## config.mk

```make
export PLATFORM = sky130hd
export DESIGN_NAME = stream_content_loss
export DESIGN_NICKNAME = d
export VERILOG_FILES = /design/src/rtl/stream_content_loss.sv
export SDC_FILE = /design/constraint.sdc
export NUM_CORES = 2
export LEC_CHECK = 0
export ABC_CLOCK_PERIOD_IN_PS = 7200
export CORE_MARGIN = 2
export CORE_UTILIZATION = 55
export CTS_CLUSTER_DIAMETER = 200
export DETAILED_ROUTE_END_ITERATION = 10
export HOLD_SLACK_MARGIN = 0.05
export PLACE_DENSITY = 0.75
export REMOVE_ABC_BUFFERS = 1
export SYNTH_ARGS = -nofsm -noshare
export SYNTH_HDL_FRONTEND = slang
export SYNTH_SLANG_ARGS = --single-unit
```

## constraint.sdc

```tcl
create_clock -name clk -period 7.2 [get_ports clk]
set_input_delay 1.44 -clock clk [delete_from_list [all_inputs] [get_ports clk]]
set_output_delay 1.44 -clock clk [all_outputs]
set_load 0.02 [all_outputs]
```

## src/rtl/stream_content_loss.sv

```systemverilog
`default_nettype none
// ============================================================================
// Module   : stream_content_loss
// Function : Per-frame streaming loss, sum((content - generated)^2) / 2.
//            Macro CONTENT_LOSS_SAT_EN selects a saturating accumulator.
// Revision : 1.0
// ============================================================================
module stream_content_loss #(
  parameter int unsigned DATA_W   = 16,
  parameter int unsigned LANES    = 4,
  parameter int unsigned N_PIXELS = 1024,
  parameter int unsigned ACC_W    = 40
) (
  input  logic                    clk,
  input  logic                    rst_n,
  input  logic                    clear,
  input  logic                    in_valid,
  output logic                    in_ready,
  input  logic [LANES*DATA_W-1:0] content_pixels,
  input  logic [LANES*DATA_W-1:0] generated_pixels,
  output logic                    out_valid,
  input  logic                    out_ready,
  output logic [ACC_W-1:0]        loss_out
);

  localparam int unsigned BEATS = N_PIXELS / LANES;
  localparam int unsigned CNT_W = $clog2(BEATS) + 1;
  localparam int unsigned SQ_W  = 2 * DATA_W;
  localparam int unsigned SUM_W = SQ_W + $clog2(LANES);
  localparam logic [CNT_W-1:0] LAST_BEAT = CNT_W'(BEATS - 1);

  if (N_PIXELS % LANES != 0) begin : g_bad_lanes
    $error("N_PIXELS must be a multiple of LANES");
  end

  typedef enum logic [1:0] {
    ACCUM = 2'd0,
    DRAIN = 2'd1,
    DONE  = 2'd2
  } state_t;

  state_t                     state_q, state_d;
  logic [CNT_W-1:0]           cnt_q, cnt_d;
  logic [ACC_W-1:0]           acc_q, acc_d;
  logic [ACC_W-1:0]           loss_q, loss_d;
  logic                       v1_q, v1_d;
  logic                       v2_q, v2_d;
  logic                       out_valid_q, out_valid_d;
  logic [LANES-1:0][DATA_W:0] d_q, d_d;
  logic [LANES-1:0][SQ_W-1:0] sq_q, sq_d;
  logic [SUM_W-1:0]           lane_sum;
  logic                       accept;

  for (genvar k = 0; k < LANES; k++) begin : g_lane
    logic signed [SQ_W+1:0] dx;
    logic signed [SQ_W+1:0] prod;
    logic [1:0]             prod_unused;

    // |d| < 2^DATA_W, so the square always fits in SQ_W bits
    assign d_d[k]      = {1'b0, content_pixels[k*DATA_W +: DATA_W]}
                       - {1'b0, generated_pixels[k*DATA_W +: DATA_W]};
    assign dx          = (SQ_W+2)'($signed(d_q[k]));
    assign prod        = dx * dx;
    assign sq_d[k]     = prod[SQ_W-1:0];
    assign prod_unused = prod[SQ_W+1:SQ_W];
  end

  always_comb begin
    lane_sum = '0;
    for (int k = 0; k < LANES; k++) begin
      lane_sum = lane_sum + SUM_W'(sq_q[k]);
    end
  end

`ifdef CONTENT_LOSS_SAT_EN
  localparam int unsigned ADD_W = ((ACC_W > SUM_W) ? ACC_W : SUM_W) + 1;
  logic             sat_q, sat_d;
  logic [ADD_W-1:0] acc_sum;
  assign acc_sum = ADD_W'(acc_q) + ADD_W'(lane_sum);
`endif

  assign in_ready  = (state_q == ACCUM);
  assign accept    = in_valid && in_ready && !clear;
  assign out_valid = out_valid_q;
  assign loss_out  = loss_q;

  always_comb begin
    state_d     = state_q;
    cnt_d       = cnt_q;
    acc_d       = acc_q;
    loss_d      = loss_q;
    out_valid_d = out_valid_q;
    v1_d        = accept;
    v2_d        = v1_q;
`ifdef CONTENT_LOSS_SAT_EN
    sat_d       = sat_q;
`endif

    if (v2_q) begin
`ifdef CONTENT_LOSS_SAT_EN
      if (sat_q || (|acc_sum[ADD_W-1:ACC_W])) begin
        acc_d = '1;
        sat_d = 1'b1;
      end else begin
        acc_d = acc_sum[ACC_W-1:0];
      end
`else
      acc_d = acc_q + ACC_W'(lane_sum);
`endif
    end

    case (state_q)
      ACCUM: begin
        if (accept) begin
          cnt_d = cnt_q + CNT_W'(1);
          if (cnt_q == LAST_BEAT) begin
            state_d = DRAIN;
          end
        end
      end
      DRAIN: begin
        // both stages empty means the last sum already landed in acc_q
        if (!v1_q && !v2_q) begin
          state_d     = DONE;
          out_valid_d = 1'b1;
          loss_d      = acc_q >> 1;
        end
      end
      DONE: begin
        if (out_valid_q && out_ready) begin
          state_d     = ACCUM;
          out_valid_d = 1'b0;
          acc_d       = '0;
          cnt_d       = '0;
`ifdef CONTENT_LOSS_SAT_EN
          sat_d       = 1'b0;
`endif
        end
      end
      default: state_d = ACCUM;
    endcase

    if (clear) begin
      state_d     = ACCUM;
      acc_d       = '0;
      cnt_d       = '0;
      v1_d        = 1'b0;
      v2_d        = 1'b0;
      out_valid_d = 1'b0;
`ifdef CONTENT_LOSS_SAT_EN
      sat_d       = 1'b0;
`endif
    end
  end

  always_ff @(posedge clk or negedge rst_n) begin
    if (!rst_n) begin
      state_q     <= ACCUM;
      cnt_q       <= '0;
      acc_q       <= '0;
      loss_q      <= '0;
      v1_q        <= 1'b0;
      v2_q        <= 1'b0;
      out_valid_q <= 1'b0;
      d_q         <= '0;
      sq_q        <= '0;
`ifdef CONTENT_LOSS_SAT_EN
      sat_q       <= 1'b0;
`endif
    end else begin
      state_q     <= state_d;
      cnt_q       <= cnt_d;
      acc_q       <= acc_d;
      loss_q      <= loss_d;
      v1_q        <= v1_d;
      v2_q        <= v2_d;
      out_valid_q <= out_valid_d;
      d_q         <= d_d;
      sq_q        <= sq_d;
`ifdef CONTENT_LOSS_SAT_EN
      sat_q       <= sat_d;
`endif
    end
  end

endmodule
`default_nettype wire

```

==> run metrics <==
status=completed; Worst Setup End Kind=flop; Seq/Total Area, Yosys=0.135; GRT Total Usage=0.251; syn avg cell area=9.81 um2; clock root cell=clkbuf_16; synthesized cell area=52,600 um2; largest net degree at the start of global routing=103; Crit path arrival time=7.24 ns; Max Buffers Root-to-Sink=3; CP max-delay cell=dfrtp_1; Critical Path Start Type=flop; vias=35,250; top_reg_cell synth=dfrtp_1; CTS tree=built; WL per Instance=16.8 um; Antenna diodes=0; CP Cell Sequence=buf_4 > nand2_1 > inv_1 > fa_1 > inv_1 > fa_1 > fa_1 > inv_1 > fa_1 > fa_1 > inv_1 > fa_1 > inv_1 > ha_1 > or4_1 > a31oi_1 > a31oi_1 > a41o_1 > o41ai_2 > o211ai_1 > a21oi_1 > xnor2_1; Filler Cell Count=7,811; Worst Skew=0.0264 ns; largest area contributor in the netlist=fa_1; share of cells above drive strength 1=0.0376; hpwl dp=96.8 mm; FMAX=0.148 GHz; Die H=313 um; Clock Pin Slew Worst Setup and Hold Paths=0.06 ns; Synth top cells by count=inv_1 (1,504), fa_1 (1,120), ha_1 (445); crit path max fanout=11; Yosys warning count=0; Worst-Skew Late Latency=0.59 ns; first-pass GRT wire length=196 mm; Yosys cell types=77; asr flop ratio synth=1.00; area grow syn2layout=8.81%; post-route minimum period=6.75 ns; CTS Sinks=285; # IOs=175; Core Util, Final=0.604; Setup CP Type=reg -> reg; post-synth top area share=0.426; Final Hold Violating Endpoints=0; DR DRC count=0; Net count, final=7,231; Post-CTS Setup Bufs=0; CTS buffer count=37; Setup TNS=0 ns; critical path's largest stage delay=0.54 ns; Antenna Violating Nets Remaining=0; Initial DRC Count=1,891; Rows=113; worst path required time=7.70 ns; Hold Buf Count CTS=0; most used cell, CP=fa_1; H-Tree Depth=2; Max Slew Vio Count=0; # setup viols final=0; RD Place Congestion=0.900; max-cap viol count=0; DR pass1 iterations=5; unrepaired setup endpoints after global routing=no; worst slew pin tran=0.858 ns; grt ovf=0; Starting Density=0.555; synthesis-stage register bit count=285; Final period util=0.937; synthesized instance count=5,367; initial antenna violation count=5; synth top area cells=fa_1 (43%), dfrtp_1 (14%), inv_1 (11%); Slew HR=0.428; Die Area=98,200 um2; IO Port Bufs=173; most frequent cell after synthesis=inv_1; number of synthesized flops with an enable pin=0; Die Span X=313 um; via/cell ratio=5.17; Core ar.=94,900 um2; vias in the first global route=39,057; Routed WL=115 mm; HP Class=reg -> reg
-- worst paths after layout --
| kind | startpoint | endpoint | slack [ns] | cells after the start |
|---|---|---|---|---|
| max | d_q[55] | sq_q[127] | 0.45 | 22 |
| min in group asynchronous | rst_n | loss_out[23] | 0.91 | 1 |
| max in group asynchronous | rst_n | d_q[54] | 4.83 | 2 |
| max reg2reg | d_q[55] | sq_q[127] | 0.45 | 22 |
| min reg2reg | loss_out[3] | loss_out[3] | 0.51 | 1 |
| min | loss_out[3] | loss_out[3] | 0.51 | 1 |
-- repair_timing --
| action | in CTS | in global routing |
|---|---|---|
| gates resized for setup | 0 | 4 |
| endpoints found under the hold margin | 0 | 0 |
| setup endpoints to repair | 0 | 6 |
-- placed cells by master (no fill, tap or decap), types with 6 or more instances in the layout --
cell / synthesis / final
a21o_1: 55 / 55
nand4_1: 13 / 13
clkdlybuf4s50_1: 0 / 172
nor3b_1: 6 / 6
or3_1: 15 / 15
nor3_1: 34 / 34
a31o_2: 14 / 14
buf_4: 1 / 64
xor2_1: 49 / 49
a21oi_1: 131 / 131
and3_1: 21 / 21
a21boi_0: 14 / 14
ha_1: 445 / 445
a211o_1: 7 / 7
o21bai_1: 17 / 17
clkbuf_16: 0 / 38
mux2i_1: 25 / 25
o21ai_0: 95 / 95
nor2b_1: 77 / 77
and2_1: 223 / 223
xnor2_1: 217 / 217
a211oi_1: 23 / 22
o22ai_1: 9 / 9
nand3_1: 38 / 38
nor2_1: 221 / 220
o21a_1: 33 / 33
a31oi_1: 13 / 13
or2_2: 6 / 6
mux2_2: 43 / 43
fa_1: 1120 / 1120
nand2b_1: 35 / 35
inv_1: 1504 / 1504
dfrtp_1: 285 / 281
o211ai_1: 9 / 9
nand2_1: 378 / 378
-- final cells by class --
class | count | area [um2] | share of cell area
inverters | 1504 | 5650 | 0.0985
clock inverters | 19 | 209 | 0.00365
clock buffers | 46 | 1030 | 0.0180
flip-flops and latches | 285 | 7140 | 0.125
multi-input cells | 3468 | 39500 | 0.689
well taps | 1265 | 1580 | 0.0276
repair buffers | 237 | 2220 | 0.0387
-- cell families after synthesis --
group,count (synthesis),share of synthesized area
AOI/OAI and AO/OA,474,0.0586
xor gates and xnor gates,266,0.0443
adders and majority gates,1565,0.532
buffers and inverters,1615,0.115
DFF,285,0.135
muxes,68,0.0139
other,1,0.0000712
and+or+nand+nor,1093,0.101
-- metal layers --
layer	up-vias	track usage	share of wire
li1	16272	-	-
met1	17956	0.329	0.40
met2	800	0.424	0.50
met3	214	0.0480	0.064
met4	8	0.0779	0.033
met5	-	0	0.00037
-- flip-flops by register name, indices dropped and copies added, names as in the netlist --
name       count
sq_q         124
d_q           68
acc_q         40
loss_out      39
cnt_q          9
state_q        2
out_valid      1
v1_q           1
v2_q           1
-- metrics by stage --
step	hold slack, ns	instances	area (um2)	setup WS (ns)
4_1_cts	0.511	6824	57300	0.289
3_3_place_gp	0.488	6759	56000	0.540
2_1_floorplan	0.467	5257	52200	1.05
6_report	0.509	6824	57300	0.455
5_1_grt	0.526	6824	57300	0.00107
3_5_place_dp	0.496	6759	56000	0.388
-- worst max-delay path: cells and delay by family (launching register included) --
family | cells | cell delay (ns)
fa+ha+maj | 7 | 3.38
compound gates | 6 | 1.36
simple gates | 2 | 0.64
buf+inv | 6 | 0.59
flops | 1 | 0.54
xor+xnor | 1 | 0.14
Power is not shown: default switching activity piles up to over one toggle a cycle in this logic, so the estimate is an artifact.
